`config.mk`:
```
export PLATFORM = sky130hd
export DESIGN_NAME = mode_sequencer
export DESIGN_NICKNAME = d
export VERILOG_FILES = /design/src/rtl/mode_sequencer.sv
export SDC_FILE = /design/constraint.sdc
export NUM_CORES = 1
export LEC_CHECK = 0
export CAP_MARGIN = 40
export CORE_AREA = 2 2 68 96
export DETAILED_ROUTE_END_ITERATION = 7
export DIE_AREA = 0 0 70 98
export PLACE_DENSITY = 0.7
export SYNTH_ARGS = -nofsm -noshare
export SYNTH_HDL_FRONTEND = slang
export SYNTH_SLANG_ARGS = --single-unit
export TNS_END_PERCENT = 10
```
`constraint.sdc`:
```
create_clock -name clk -period 2.7 [get_ports clk]
set_input_delay 0.675 -clock clk [delete_from_list [all_inputs] [get_ports clk]]
set_output_delay 0.675 -clock clk [all_outputs]
set_load 0.02 [all_outputs]
```
`src/rtl/mode_sequencer.sv`:
```
// -----------------------------------------------------------------------------
// mode_sequencer
//
// Top-level control FSM for the stopwatch / microwave timer. Turns debounced
// button pulses and timer status into the mode and sub-mode codes that steer
// the timer datapath, and produces the cook-complete pulse and buzzer enable.
// This block owns every mode / sub-mode register.
//
// Ports
//   clk              in   system clock (100 MHz)
//   reset            in   asynchronous, active-high reset
//   rise_button[4:0] in   one-cycle button pulses: [0]=U [1]=L [2]=C [3]=R [4]=D
//   stop_flag        in   WATCH_STOP has been held for 30 s
//   oven_time_zero   in   oven time reads 0:00 (registered, 1-cycle lag)
//   state[1:0]       out  00 STOPWATCH, 01 MICROWAVE, 10 AIR_HANDLE
//   watch_state[1:0] out  00 UP_COUNTER, 01 DOWN_COUNTER, 10 WATCH_STOP, 11 WATCH
//   prev_watch_state out  last running watch sub-state before WATCH_STOP
//   oven_state[2:0]  out  000 IDLE, 001 READY, 010 COOK, 011 PAUSE, 100 COOK_END
//   oven_done        out  one-cycle pulse on COOK -> COOK_END time-out
//   buzzer_en        out  high while oven_state is COOK_END
// -----------------------------------------------------------------------------
module mode_sequencer #(
    parameter int unsigned END_HOLD_CYCLES = 300_000_000,
    parameter int unsigned HOLD_W          = 32
) (
    input  logic       clk,
    input  logic       reset,
    input  logic [4:0] rise_button,
    input  logic       stop_flag,
    input  logic       oven_time_zero,
    output logic [1:0] state,
    output logic [1:0] watch_state,
    output logic [1:0] prev_watch_state,
    output logic [2:0] oven_state,
    output logic       oven_done,
    output logic       buzzer_en
);

    typedef enum logic [1:0] {
        MODE_STOPWATCH  = 2'b00,
        MODE_MICROWAVE  = 2'b01,
        MODE_AIR_HANDLE = 2'b10
    } mode_t;

    typedef enum logic [1:0] {
        W_UP    = 2'b00,
        W_DOWN  = 2'b01,
        W_STOP  = 2'b10,
        W_WATCH = 2'b11
    } watch_t;

    typedef enum logic [2:0] {
        O_IDLE     = 3'b000,
        O_READY    = 3'b001,
        O_COOK     = 3'b010,
        O_PAUSE    = 3'b011,
        O_COOK_END = 3'b100
    } oven_t;

    localparam int BTN_U = 0;
    localparam int BTN_L = 1;
    localparam int BTN_C = 2;
    localparam int BTN_R = 3;
    localparam int BTN_D = 4;

    localparam logic [HOLD_W-1:0] HOLD_LAST = HOLD_W'(END_HOLD_CYCLES - 1);

    mode_t             r_state;
    watch_t            r_watch_state;
    watch_t            r_prev_watch_state;
    oven_t             r_oven_state;
    logic              r_oven_done;
    logic              r_buzzer_en;
    logic [HOLD_W-1:0] r_hold;

    // R is refused while cooking; when it is accepted it swallows every other
    // button of that cycle, so the sub-FSMs see an all-zero button vector.
    logic       w_r_accept;
    logic [4:0] w_btn_eff;
    logic       w_watch_act;
    logic       w_oven_act;

    assign w_r_accept  = rise_button[BTN_R] && (r_oven_state != O_COOK);
    assign w_btn_eff   = w_r_accept ? 5'b00000 : rise_button;
    assign w_watch_act = (r_state == MODE_STOPWATCH);
    assign w_oven_act  = (r_state == MODE_MICROWAVE);

    // NOTE: every register here is sequential state, so it is assigned with
    // non-blocking <= only; blocking writes would make same-edge reads order-dependent.
    always_ff @(posedge clk or posedge reset) begin
        if (reset) begin
            r_state            <= MODE_STOPWATCH;
            r_watch_state      <= W_STOP;
            r_prev_watch_state <= W_UP;
            r_oven_state       <= O_IDLE;
            r_oven_done        <= 1'b0;
            r_buzzer_en        <= 1'b0;
            r_hold             <= '0;
        end else begin
            r_oven_done <= 1'b0;

            if (w_r_accept) begin
                case (r_state)
                    MODE_STOPWATCH: r_state <= MODE_MICROWAVE;
                    MODE_MICROWAVE: r_state <= MODE_AIR_HANDLE;
                    default:        r_state <= MODE_STOPWATCH;
                endcase
            end

            // Watch sub-FSM. Buttons are tested C > U > D > L; the first one
            // that has a transition from the current state wins.
            case (r_watch_state)
                W_STOP: begin
                    if (w_watch_act && w_btn_eff[BTN_C])      r_watch_state <= r_prev_watch_state;
                    else if (w_watch_act && w_btn_eff[BTN_U]) r_watch_state <= W_UP;
                    else if (w_watch_act && w_btn_eff[BTN_D]) r_watch_state <= W_DOWN;
                    else if (stop_flag)                       r_watch_state <= W_WATCH;
                end
                W_UP: begin
                    if (w_watch_act && w_btn_eff[BTN_C]) begin
                        r_watch_state      <= W_STOP;
                        r_prev_watch_state <= W_UP;
                    end
                    else if (w_watch_act && w_btn_eff[BTN_D]) r_watch_state <= W_DOWN;
                    else if (w_watch_act && w_btn_eff[BTN_L]) r_watch_state <= W_WATCH;
                end
                W_DOWN: begin
                    if (w_watch_act && w_btn_eff[BTN_C]) begin
                        r_watch_state      <= W_STOP;
                        r_prev_watch_state <= W_DOWN;
                    end
                    else if (w_watch_act && w_btn_eff[BTN_U]) r_watch_state <= W_UP;
                    else if (w_watch_act && w_btn_eff[BTN_L]) r_watch_state <= W_WATCH;
                end
                W_WATCH: begin
                    if (w_watch_act && w_btn_eff[BTN_C]) begin
                        r_watch_state      <= W_STOP;
                        r_prev_watch_state <= W_WATCH;
                    end
                    else if (w_watch_act && w_btn_eff[BTN_L]) r_watch_state <= W_UP;
                end
            endcase

            // Oven sub-FSM. buzzer_en mirrors COOK_END, so it is set on every
            // entry and cleared on every exit alongside the hold counter.
            case (r_oven_state)
                O_IDLE: begin
                    if (w_oven_act && w_btn_eff[BTN_U]) r_oven_state <= O_READY;
                end
                O_READY: begin
                    if (w_oven_act && w_btn_eff[BTN_C]) begin
                        if (!oven_time_zero) r_oven_state <= O_COOK;
                    end
                    // Time reached zero (e.g. after D cleared it) and nothing is
                    // being pressed: fall back to IDLE.
                    else if (w_oven_act && oven_time_zero && (rise_button == 5'b00000)) begin
                        r_oven_state <= O_IDLE;
                    end
                end
                O_COOK: begin
                    if (oven_time_zero) begin
                        r_oven_state <= O_COOK_END;
                        r_oven_done  <= 1'b1;
                        r_buzzer_en  <= 1'b1;
                        r_hold       <= '0;
                    end
                    else if (w_oven_act && w_btn_eff[BTN_C]) r_oven_state <= O_PAUSE;
                end
                O_PAUSE: begin
                    if (w_oven_act && w_btn_eff[BTN_C]) r_oven_state <= O_COOK;
                    else if (w_oven_act && w_btn_eff[BTN_L]) begin
                        r_oven_state <= O_COOK_END;
                        r_buzzer_en  <= 1'b1;
                        r_hold       <= '0;
                    end
                end
                O_COOK_END: begin
                    // Hold time runs in every mode; buttons cut it short only in
                    // MICROWAVE. The counter stops at HOLD_LAST and never wraps.
                    if ((w_oven_act && (w_btn_eff != 5'b00000)) || (r_hold == HOLD_LAST)) begin
                        r_oven_state <= O_IDLE;
                        r_buzzer_en  <= 1'b0;
                        r_hold       <= '0;
                    end else begin
                        r_hold <= r_hold + HOLD_W'(1);
                    end
                end
                default: begin
                    r_oven_state <= O_IDLE;
                    r_buzzer_en  <= 1'b0;
                    r_hold       <= '0;
                end
            endcase
        end
    end

    assign state            = r_state;
    assign watch_state      = r_watch_state;
    assign prev_watch_state = r_prev_watch_state;
    assign oven_state       = r_oven_state;
    assign oven_done        = r_oven_done;
    assign buzzer_en        = r_buzzer_en;

endmodule

```
==> After elaboration in Yosys (flattened, before gate mapping) <==
Cells that the tools add are included.
{ "classes": {"n_addsub": 1, "eq_ne": 24, "muxes": 40, "bitwise_logic": 1, "reduce_logical": 24} }
{ "op_table": {"columns": ["cell", "count"], "rows": [
  ["32-bit 2-to-1 mux", 4],
  ["32-bit case mux with 4 select lines", 1],
  ["32-bit by 1-bit adder with 32-bit output (second input constant)", 1],
  ["32-bit by 29-bit == test with 1-bit output (second input constant)", 1],
  ["2-bit 2-to-1 mux", 14],
  ["3-bit 2-to-1 mux", 9],
  ["2-bit != test (second input constant)", 8],
  ["3-bit != test (second input constant)", 5],
  ["3-bit case mux with 5 select lines", 1],
  ["1-bit logical AND", 11],
  ["2-bit case mux with 4 select lines", 1],
  ["4-bit AND reduction", 2],
  ["3-bit by 2-bit == test with 1-bit output (second input constant)", 2],
  ["1-bit 2-to-1 mux", 6],
  ["2-bit case mux with 3 select lines", 1],
  ["6-bit AND reduction", 1],
  ["5-bit zero test", 1],
  ["5-bit 2-to-1 mux", 1],
  ["5-bit != test (second input constant)", 1],
  ["5-bit AND reduction", 1],
  ["5-bit nonzero test", 1],
  ["2-bit by 1-bit == test with 1-bit output (second input constant)", 2],
  ["2-bit == test (second input constant)", 2],
  ["2-bit zero test", 2],
  ["11 further kinds", 11]
]} }
{ "word_totals": {"register_bits": 43} }

==> Depth between registers and ports, before layout <==
{ "logic_depth": {"depth_word": 8, "depth_mapped": 8, "depth_no_buf": 7} }

==> Worst setup path before layout <==
No wires, ideal clock.
{ "synth_path": {"kind": "input to register", "from": "in rise_button[3]", "to": "reg r_oven_state[0] (netlist: oven_state[0])", "t_arrival_ps": 2131, "slack_ps": 441, "stages": 6, "path_buffers": 1, "cell_sequence": "buf_2 > or4bb_1 > o211ai_1 > a21oi_1 > a211oi_2 > mux2_1"} }
{ "synth_via": {"elab_chain_cells": 7} }
{ "synth_rtl": {"columns": ["element", "line_no", "text"], "rows": [
  ["from (decl)", "28", "input logic [4:0] rise_button,"],
  ["1-bit logical AND", "83", "assign w_r_accept = rise_button[BTN_R] && (r_oven_state != O_COOK);"],
  ["5-bit 2-to-1 mux", "84", "assign w_btn_eff = w_r_accept ? 5'b00000 : rise_button;"],
  ["5-bit nonzero test", "180", "if ((w_oven_act && (w_btn_eff != 5'b00000)) || (r_hold == HOLD_LAST)) begin"],
  ["1-bit logical AND", "180", null],
  ["1-bit logical OR", "180", null],
  ["2-bit != test (no source line)", null, null],
  ["6-bit AND reduction (no source line)", null, null],
  ["to (signal assigned)", "172", "r_oven_state <= O_COOK_END;"],
  ["to (signal assigned)", "181", "r_oven_state <= O_IDLE;"],
  ["to (signal assigned)", "189", "r_oven_state <= O_IDLE;"],
  ["to (decl)", "71", "oven_t r_oven_state;"]
]} }
Parallel ways exist; a longest one is shown, timed or not.
A chain may end at the register's enable or synchronous reset.

==> Worst setup path in the final report <==
{ "layout_path": {"from": "in oven_time_zero", "to": "reg r_oven_state[0] (netlist: oven_state[0])"} }
{ "layout_via": {"elab_chain_cells": 4} }
{ "layout_rtl": {"columns": ["element", "line_no", "text"], "rows": [
  ["from (decl)", "30", "input logic oven_time_zero,"],
  ["1-bit logical AND (2 in a row)", "156", "else if (w_oven_act && oven_time_zero && (rise_button == 5'b00000)) begin"],
  ["3-bit != test (no source line)", null, null],
  ["6-bit AND reduction (no source line)", null, null],
  ["to (signal assigned)", "157", "r_oven_state <= O_IDLE;"],
  ["to (signal assigned)", "162", "r_oven_state <= O_COOK_END;"],
  ["to (signal assigned)", "167", "else if (w_oven_act && w_btn_eff[BTN_C]) r_oven_state <= O_PAUSE;"]
]} }
Parallel ways exist; a longest one is shown, timed or not.

==> impl_metrics.toml <==
[drt]
drt-total-wl_um = 6010
ant_nets = 0
vias = 2276
wl_per_cell_um = 15.2
drt_iter0_drc = 111
viasPerCell = 5.76
drt-pass1-iter-count = 4
drc = 0

[synthesis]
synth_xor_area_share_pct = 6.30
syn_inst = 285
synth_area_um2 = 2640
synth_commonest_cells = "42 x dfrtp_1, 32 x nor2_1, 23 x nand2_1"
synth_top_family_by_area = "simple AND/OR/NAND/NOR gates"
synthArstFlopShare_pct = 100
syn_nets = 300
syn_area_per_cell_um2 = 9.27
synth_cell_types = 61
yosysSeqAreaShare_pct = 40.8
synth_top_area_cell = "dfrtp_1"
yosysMostFrequentCell = "dfrtp_1"
muxShareOfSynthArea_pct = 1.28
ys.flop_type = "dfrtp_1"
synth_area_leaders = "dfrtp_1 40%, xor2_1 6.0%, nor2_1 4.5%"
synth_compound_area_share_pct = 17.5
synth-adder-area-share_pct = 2.84
ys_warn_count = 0
ys_ff_latch = 43
yosys.area_share.simple_pct = 27.3
synth_edf_count = 0
yosysTopAreaCellShare_pct = 39.8

[cts]
postCtsSetupBuffers = 0
hold_buffers = 0
insertion_delay_ns = 0.30
root_buffer = "clkbuf_8"
cts_num_sinks = 43
cts_tree = "yes"
cts_resized = 0
clockBufferDepth = 2
numCtsBuffers = 5
htreeDepth = 2
path_clk_slew_ns = 0.08

[cells_and_area]
areaGrowthSynthToFinish_pct = 18.0
fillCellCount = 575
post-route-util_pct = 51.6
drive_above_1_share_pct = 15.2
diodes = 0
fin_nets = 337
design_area_um2 = 3120

[setup_path]
reg2regPathDepth = 5
r2r_end = "oven_state[0]"
r2r_setup_slack_ns = 0.45
endpoint_kind = "flip-flop"
r2r_start = "r_hold[17]"
crit_fanout = 4
required_ns = 2.89
crit_type = "primary input to flip-flop"
cp.arrival_ns = 2.63
startpoint_type = "primary input"

[floorplan]
start_util_pct = 43.7
io_pins = 20
die_area_um2 = 6860
fp.coreArea_um2 = 6040
rows = 34
die_h_um = 98
dieWidth_um = 70

[sta]
rsz0062_at_grt = "false"
setup_viol = 0
skew_ns = 0.00884
drv_slew = 0
worst_pin_slew_ns = 0.556
fin_crit_sh_pct = 90.4
fin_crit_ns = 2.44
fmax_mhz = 410
finalHoldViolations = 0
relSlewSlack_pct = 62.9
fin_setup_tns_ns = 0
hold_ws_ns = 0.523

[global_route]
met1_usage_pct = 20.0
met2_usage_pct = 34.1
antenna_found_initial = 0
grt_usage_pct = 18.6
grt_pass1_wl_um = 10400
met3_usage_pct = 3.92
grt_pass1_vias = 2293
grt.overflow.total = 0
top_usage_layer = "met2"
grt_max_degree = 44

[power_and_ir_drop]
max-vdd-ir-drop_mv = 0.259
power.internal_mw = 1.37
p_switching_mw = 0.836
power_leakage_nw = 1.35
p_clk_share_pct = 20.9
seq_power_share_pct = 35.5
p_comb_share_pct = 43.6
p_total_mw = 2.20
switching_share_pct = 37.9
power_density_nw_per_um2 = 706

[hold_path]
worstHoldStart = "buzzer_en"
holdPathStages = 1
min_path_type = "flip-flop to flip-flop"
hold-path-endpoint = "buzzer_en"

[place]
hpwl_um = 4300
port_buffers = 19
finalWeightedCongestion = 0.894
placed_cell_area_um2 = 3020

[outcome]
outcome = "finished, final reports clean"

[run]
cap_violations = 0
==> cell usage in the layout (no fill, tap or decap), drive strengths merged, types with 2 or more instances in the layout <==
cell type and n:
a2111oi 3, a211oi 6, a21boi 2, a21oi 16, a31o 3, a31oi 4
and3 5, buf 20, clkbuf 7, clkdlybuf4s50 19, dfrtp 42, ha 6
inv 12, mux2 3, nand2 23, nand2b 2, nand3 15, nand4 16
nor2 33, nor2b 2, nor3 4, nor4 4, nor4b 2, o211ai 2
o21ai 18, o22ai 3, o31ai 3, or3 8, or4 4, or4b 2
xor2 18
==> power by group through the flow <==
stage	logic, mW	clock network (mW)	registers (mW)
after global placement	0.950	0	0.792
after detailed placement	0.962	0	0.795
final	0.961	0.460	0.783
after floorplan	0.576	0	0.873
after CTS	0.967	0.474	0.782
after global routing	1.07	0.505	0.794
==> critical path, stage by stage <==
cell and delay, ns:
clkdlybuf4s50_1 0.53, or4bb_1 0.52, o211ai_1 0.18, a21oi_1 0.10, a211oi_2 0.28, mux2_1 0.35
==> state kept, by name, indices dropped and copies added (netlist names) <==
| signal | flops |
|---|---|
| buzzer_en | 1 |
| watch_state | 2 |
| oven_done | 1 |
| oven_state | 3 |
| state | 2 |
| r_hold | 32 |
| prev_watch_state | 2 |
==> worst max path at each step <==
stage | startpoint | slack (ns) | to | cells after the start
after floorplan | rise_button[3] | 0.44 | oven_state[0] | 6
after global placement | oven_time_zero | -0.008 | oven_state[1] | 6
after detailed placement | oven_time_zero | -0.05 | oven_state[1] | 6
after CTS | oven_time_zero | 0.26 | oven_state[0] | 6
after global routing | oven_time_zero | 0.12 | oven_state[0] | 6
final | oven_time_zero | 0.26 | oven_state[0] | 6
==> kinds of logic after synthesis <==
| logic type | after synthesis |
|---|---|
| xor+xnor | 19 |
| compound gates | 65 |
| mux | 3 |
| flops | 43 |
| fa+ha+maj | 6 |
| buf+inv | 22 |
| simple gates | 127 |
==> metal layers <==
layer | wire [µm] | part of all wire [%]
met1 | 2420 | 40
met2 | 3220 | 54
met3 | 168 | 2.8
met4 | 197 | 3.3
met5 | 0 | 0
==> stage by stage <==
| step | setup slack [ns] | std cells |
|---|---|---|
| final | 0.259 | 395 |
| after global placement | -0.00819 | 387 |
| after global routing | 0.119 | 395 |
| after floorplan | 0.441 | 285 |
| after detailed placement | -0.0495 | 387 |
| after CTS | 0.263 | 395 |
==> area by class of cell <==
cell class	count	area, µm²	area share, %
inverters	13	48.8	1.56
well taps	72	90.1	2.89
clock buffers	7	96.3	3.09
clock inverters	1	7.51	0.241
flip-flops and latches	43	1080	34.5
multi-input cells	220	1460	46.8
repair buffers	39	340	10.9
(Power assumes the default switching activity.)
